File: src/rtl/tx_seq_pkg.sv
// Shared types and constants for the USB transmit packet sequencer and its bit counter.
package tx_seq_pkg;

    localparam int          MAX_LEN_DEFAULT   = 64;
    localparam int          LEN_W_DEFAULT     = 7;
    localparam logic [7:0]  SYNC_BYTE_DEFAULT = 8'h80;
    localparam int          BYTE_BITS         = 8;
    localparam int          BIT_CNT_W         = $clog2(BYTE_BITS);

    typedef enum logic [1:0] {
        IDLE,
        SHIFT,
        EOP
    } seq_state_t;

endpackage

File: src/rtl/tx_bit_counter.sv
// Wrapping bit-position counter; wrap is high on the last bit of each byte.
module tx_bit_counter
    import tx_seq_pkg::*;
(
    input  logic clk,
    input  logic rst,
    input  logic clear,
    input  logic enable,
    output logic wrap
);

    logic [BIT_CNT_W-1:0] count;

    always_ff @(posedge clk) begin
        if (rst || clear) begin
            count <= '0;
        end else if (enable) begin
            count <= count + BIT_CNT_W'(1);
        end
    end

    assign wrap = (count == '1);

endmodule

File: src/rtl/tx_packet_sequencer.sv
// Feeds the TX shifter one byte every 8 cycles: SYNC first, then FIFO payload, then a one-cycle eop.
module tx_packet_sequencer
    import tx_seq_pkg::*;
#(
    parameter int         MAX_LEN   = MAX_LEN_DEFAULT,
    parameter int         LEN_W     = LEN_W_DEFAULT,
    parameter logic [7:0] SYNC_BYTE = SYNC_BYTE_DEFAULT
) (
    input  logic             clk,
    input  logic             rst,
    input  logic             tx_start,
    input  logic [LEN_W-1:0] tx_len,
    input  logic [7:0]       fifo_rdata,
    input  logic             fifo_empty,
    output logic             fifo_rd,
    output logic             load_enable,
    output logic [7:0]       data,
    output logic             eop,
    output logic             busy,
    output logic             tx_done,
    output logic             underrun
);

    seq_state_t       state;
    seq_state_t       state_next;
    logic [LEN_W-1:0] rem_cnt;
    logic [LEN_W-1:0] rem_next;
    logic             start_ok;
    logic             load_due;
    logic             bit_wrap;

    logic             fifo_rd_d;
    logic             load_d;
    logic [7:0]       data_d;
    logic             eop_d;
    logic             busy_d;
    logic             done_d;
    logic             underrun_d;

    assign start_ok = tx_start && (tx_len <= LEN_W'(MAX_LEN));
    assign load_due = (state == SHIFT) && bit_wrap;

    tx_bit_counter u_bit_counter (
        .clk    (clk),
        .rst    (rst),
        .clear  (state != SHIFT),
        .enable (state == SHIFT),
        .wrap   (bit_wrap)
    );

    always_ff @(posedge clk) begin
        if (rst) begin
            state <= IDLE;
        end else begin
            state <= state_next;
        end
    end

    // A missing byte or an exhausted count both end the packet at the next byte slot.
    always_comb begin
        state_next = state;
        case (state)
            IDLE:  if (start_ok) state_next = SHIFT;
            SHIFT: if (load_due && ((rem_cnt == '0) || fifo_empty)) state_next = EOP;
            EOP:   state_next = IDLE;
            default: state_next = IDLE;
        endcase
    end

    always_comb begin
        fifo_rd_d  = 1'b0;
        load_d     = 1'b0;
        data_d     = 8'h00;
        eop_d      = 1'b0;
        busy_d     = 1'b0;
        done_d     = 1'b0;
        underrun_d = 1'b0;
        rem_next   = rem_cnt;
        case (state)
            IDLE: begin
                if (start_ok) begin
                    load_d   = 1'b1;
                    data_d   = SYNC_BYTE;
                    busy_d   = 1'b1;
                    rem_next = tx_len;
                end
            end
            SHIFT: begin
                busy_d = 1'b1;
                if (load_due) begin
                    if (rem_cnt == '0) begin
                        eop_d = 1'b1;
                    end else if (fifo_empty) begin
                        eop_d      = 1'b1;
                        underrun_d = 1'b1;
                    end else begin
                        load_d    = 1'b1;
                        data_d    = fifo_rdata;
                        fifo_rd_d = 1'b1;
                        rem_next  = rem_cnt - LEN_W'(1);
                    end
                end
            end
            EOP: begin
                done_d = 1'b1;
            end
            default: ;
        endcase
    end

    // Outputs are computed one cycle early so the shifter sees clean registered strobes.
    always_ff @(posedge clk) begin
        if (rst) begin
            rem_cnt     <= '0;
            fifo_rd     <= 1'b0;
            load_enable <= 1'b0;
            data        <= 8'h00;
            eop         <= 1'b0;
            busy        <= 1'b0;
            tx_done     <= 1'b0;
            underrun    <= 1'b0;
        end else begin
            rem_cnt     <= rem_next;
            fifo_rd     <= fifo_rd_d;
            load_enable <= load_d;
            data        <= data_d;
            eop         <= eop_d;
            busy        <= busy_d;
            tx_done     <= done_d;
            underrun    <= underrun_d;
        end
    end

endmodule

File: config.mk
export PLATFORM = sky130hd
export DESIGN_NAME = tx_packet_sequencer
export DESIGN_NICKNAME = d
export VERILOG_FILES = /design/src/rtl/tx_seq_pkg.sv /design/src/rtl/tx_bit_counter.sv /design/src/rtl/tx_packet_sequencer.sv
export SDC_FILE = /design/constraint.sdc
export NUM_CORES = 1
export LEC_CHECK = 0
export CORE_MARGIN = 2
export CORE_UTILIZATION = 46
export CTS_CLUSTER_DIAMETER = 200
export DETAILED_ROUTE_END_ITERATION = 8
export HOLD_SLACK_MARGIN = 0.08
export PLACE_DENSITY = 0.78
export REMOVE_ABC_BUFFERS = 1
export SETUP_SLACK_MARGIN = 0.02
export SYNTH_ARGS = -nofsm -noshare
export SYNTH_HDL_FRONTEND = slang
export SYNTH_SLANG_ARGS = --single-unit
File: constraint.sdc
create_clock -name clk -period 2.2 [get_ports clk]
set_clock_uncertainty 0.1 [all_clocks]
set_input_delay 0.66 -clock clk [delete_from_list [all_inputs] [get_ports clk]]
set_output_delay 0.66 -clock clk [all_outputs]
set_load 0.005 [all_outputs]
Yosys cells after proc, flatten, opt, wreduce, memory -nomap -nowiden
Cells that the tools add are included.

Input port bits: 19. RAM bits: 0. Logic and storage cells: 59. Flip-flop bits (word level): 26. Bits in read-only memories: 0. Memories kept: 0. Latch bits: 0.

Multiply operators: 0. Bitwise logic cells: 2. Add/subtract/negate cells: 2. Reductions and logical operators: 13. Mux-type cells: 22. Order comparisons: 1. Divide/modulo/power cells: 0. Shift operators: 0. Eq/ne operators: 9.

Operators with widths (count): 8-bit 2-to-1 mux (4); 7-bit 2-to-1 mux (4); 8-bit one-hot mux with 2 select lines (1); 7-bit one-hot mux with 2 select lines (1); 2-bit inequality test, second input constant (5); 7-bit less-or-equal comparator, second input constant (1); 7-bit logical NOT (1); 1-bit 2-to-1 mux (7); 7-bit by 1-bit subtractor with 7-bit output, second input constant (1); 5-bit AND reduction (1); 2-bit 2-to-1 mux (2); 1-bit one-hot mux with 2 select lines (2); 2-bit one-hot mux with 2 select lines (1); 4-bit OR reduction (1); 3-bit by 1-bit adder with 3-bit output, second input constant (1); 3-bit == test, second input constant (1); 1-bit logical AND (3); 3-bit OR reduction (1); 2-bit by 1-bit == test with 1-bit output, second input constant (1); 2-bit == test, second input constant (1); 2-bit logical NOT (1); 1-bit logical OR (2); 2-bit by 1-bit inequality test with 1-bit output, second input constant (1); 1-bit inverter (2); 3 further kinds (3).

Logic depth before layout (Yosys ltp)
Word-level depth: 5. Depth in mapped cells: 6.

Hierarchy
A second synthesis with hierarchy kept.

Cell total of the unflattened synthesis: 115. Area total of the unflattened synthesis: 1179.9 um^2.

Modules (own cells, without submodules): tx_packet_sequencer (area an instance 1046.0 um^2, cells each 104, instances 1); tx_bit_counter (area an instance 133.9 um^2, cells each 11, instances 1).

Worst setup path before layout
No wires, ideal clock.

Kind: input to register. Start: in tx_start. End: reg rem_cnt[2]. Path slack: 0.466 ns. Arrival: 1.562 ns. Cell stages on the path: 4. Path through: nor4b_1 -> a22o_1 -> a21oi_2 -> mux2i_1.

Cells in the longest elaborated chain, start to end: 3.

Ends and longest elaborated chain: start, declared (RTL line tx_packet_sequencer.sv:11) `input logic tx_start,`; 1-bit logical AND (RTL line tx_packet_sequencer.sv:40) `assign start_ok = tx_start && (tx_len <= LEN_W'(MAX_LEN));`; 2-bit inequality test (no source line); 5-bit AND reduction (no source line); end signal, assigned (RTL line tx_packet_sequencer.sv:123) `rem_cnt <= rem_next;`; end, declared (RTL line tx_packet_sequencer.sv:26) `logic [LEN_W-1:0] rem_cnt;`.

Every way passes these cells. A chain may end at the register's enable or synchronous reset.

Worst setup path after layout
Start: in tx_len[0]. End: reg rem_cnt[6].

Cells in the longest elaborated chain, start to end: 4.

Ends and longest elaborated chain: start, declared (RTL line tx_packet_sequencer.sv:12) `input logic [LEN_W-1:0] tx_len,`; 7-bit less-or-equal comparator (RTL line tx_packet_sequencer.sv:40); 1-bit logical AND (RTL line tx_packet_sequencer.sv:40); 2-bit inequality test (no source line); 5-bit AND reduction (no source line).

Every way passes these cells.

==> impl_metrics.env <==
export IMPL_drv_cap=0
export IMPL_cts_clk_slew_worst_paths_ps=140
export IMPL_ios=33
export IMPL_dieArea_um2=2870
export IMPL_layout_cells_non_filler=182
export IMPL_synth_largest_area_cell="dfxtp_1"
export IMPL_rsz0062_at_grt="false"
export IMPL_diodes=0
export IMPL_pre_cts_slack_ps=-123
export IMPL_multi_input_area_um2=563
export IMPL_dieWidth_um=53.6
export IMPL_fin_crit_ps=1970
export IMPL_num_fill_cells=177
export IMPL_cts_sinks=26
export IMPL_finalSetupViolCount=0
export IMPL_hold_buffers=0
export IMPL_utilization_pct=67.8
export IMPL_worst_slack_ps=228
export IMPL_synth_area_per_cell_um2=9.76
export IMPL_fp_dieH_um=53.6
export IMPL_mostFrequentLayoutCell="clkdlybuf4s50_1"
export IMPL_first_iter_violations=12
export IMPL_crit_type="in -> reg"
export IMPL_final_layout_size_suffix_gt1_share_pct=11.7
export IMPL_hpwl_um=1940
export IMPL_routed_wl_um=2440
export IMPL_power_leakage_uw=0.000619
export IMPL_vias=958
export IMPL_rows=17
export IMPL_final_net_count=177
export IMPL_syn_inst=116
export IMPL_yosys_warnings=0
export IMPL_clock_path_buffers=2
export IMPL_start_util_pct=49.8
export IMPL_crit_required_ps=2370
export IMPL_htreeDepth=1
export IMPL_root_buffer="clkbuf_4"
export IMPL_cts_setup_buffers=0
export IMPL_status="finished, final reports clean"
export IMPL_ys_seq_area_share_pct=46.0
export IMPL_worstPathMaxFanout=7
export IMPL_synthTopCellsByArea="dfxtp_1 46%, and2_1 5.0%, mux2i_1 4.4%"
export IMPL_drc_errors=0
export IMPL_vias_per_cell=5.26
export IMPL_gp_congestion=0.834
export IMPL_cts_buffers=3
export IMPL_grt_start_max_net_pins=17
export IMPL_dp_cells=178
export IMPL_p_total_uw=899
export IMPL_cts_resized=0
export IMPL_fmax_ghz=0.507
export IMPL_clock_latency_ps=330
export IMPL_mappedNetlistArea_um2=1130
export IMPL_track_usage_pct=20.1
export IMPL_core_area_um2=2280
export IMPL_grt_overflow_total=0
export IMPL_grt_pass1_vias=912
export IMPL_worst_slew_pin_slew_ps=507
export IMPL_io_buffer_count=32
export IMPL_hold_viol=0
export IMPL_ant_nets=0
export IMPL_critPathCaptureType="flop"
export IMPL_synth_seq_cells=26
export IMPL_crit_arrival_ps=2140
export IMPL_netlist_area_leader_share_pct=46.0
export IMPL_cts_tree="done"
export IMPL_vdd_drop_max_mv=0.482
export IMPL_min_path_type="reg -> reg"
export IMPL_slew_viol_final=0
export IMPL_routedWlPerCell_um=13.4
export IMPL_antenna_found_initial=0
export IMPL_power_density_nw_per_um2=583
export IMPL_area_growth_pct=36.2
export IMPL_drtPass1Iterations=4
export IMPL_finalCritPeriodShare_pct=89.6
export IMPL_synthDistinctLibCells=36
export IMPL_ff_latch_area_um2=520
export IMPL_layout_common_cells="32 x clkdlybuf4s50_1, 26 x dfxtp_1, 10 x nor2_1"
export IMPL_grt_pass1_wl_um=4020
export IMPL_cp_start_kind="primary input"
export IMPL_relSlewSlack_pct=66.2
-- synth_stat cells --
cell	n
a211o_2	3
a211oi_1	3
a21o_1	1
a21oi_1	5
a21oi_2	1
a22o_1	1
a22oi_1	1
a31oi_1	2
and2_1	9
and3_1	1
and4_4	1
buf_4	1
buf_6	1
clkbuf_1	2
dfxtp_1	26
ha_1	3
inv_1	6
mux2i_1	5
nand2_1	2
nand2b_1	6
nand3_1	1
nand3b_1	1
nand4bb_1	1
nor2_1	10
nor2b_4	1
nor3_1	8
nor3_2	1
nor3_4	1
nor3b_1	3
nor4_1	1
nor4b_1	1
o21ai_0	1
o2bb2ai_1	1
o31ai_1	1
or4_1	1
xnor2_1	3
-- through the flow --
step / hold slack, ps / TNS (ps) / area [um2]
after CTS: 352 / 0 / 1540
after global routing: 391 / 0 / 1540
after global placement: 322 / -93.6 / 1510
after detailed placement: 332 / -602 / 1510
after floorplan: 305 / 0 / 1110
final: 346 / 0 / 1540
-- metal layers --
layer / wire, um / vias to the layer above / GRT usage [%]
li1: - / 490 / -
met1: 1040 / 440 / 24.3
met2: 1220 / 23 / 32.9
met3: 128 / 5 / 5.00
met4: 51 / 0 / 10.3
met5: 0 / - / 0
-- sequential cells by signal, summed over array words and instances (netlist names) --
signal / flops
data: 8
rem_cnt: 7
u_bit_counter.count: 3
state: 2
busy: 1
eop: 1
fifo_rd: 1
load_enable: 1
tx_done: 1
underrun: 1
-- worst paths after layout --
check	cells past startpoint	startpoint	endpoint	slack (ps)
hold / removal	1	u_bit_counter.count[0]$_SDFFE_PP0N_	u_bit_counter.count[0]$_SDFFE_PP0N_	350
hold reg to reg	1	u_bit_counter.count[0]$_SDFFE_PP0N_	u_bit_counter.count[0]$_SDFFE_PP0N_	350
setup reg to reg	5	rem_cnt[0]$_SDFFE_PP0P_	rem_cnt[6]$_SDFFE_PP0P_	430
setup / recovery	5	tx_len[0]	rem_cnt[6]$_SDFFE_PP0P_	230
-- critical path, stage by stage --
cell	delay (ps)
clkdlybuf4s50_1	500
nor4b_1	60
a22o_1	220
a21oi_2	440
mux2i_1	260
-- cell type report --
type | instances | share of cell area (%)
multi-input combinational | 80 | 36.5
sequential | 26 | 33.7
timing repair buffer | 38 | 23.7
clock buffer | 4 | 2.35
tap | 28 | 2.27
inverter | 6 | 1.46
-- power breakdown --
group | leakage (uW) | internal, uW | switching [uW]
registers | 0.000211 | 485 | 15.8
clock network | 0.0000210 | 102 | 142
logic | 0.000387 | 85.1 | 70.1
total | 0.000619 | 672 | 228
-- cells by family after synthesis --
kind of cell	after synthesis	share of synthesized area (%)
AND/OR/NAND/NOR	49	27.0
buffers and inverters	10	4.31
XOR/XNOR	3	2.32
adder cells (fa/ha/maj)	3	3.32
flip-flops	26	46.0
multiplexers	5	4.42
AO/OA/AOI/OAI	20	12.7
Power figures use the tool's default switching activity.
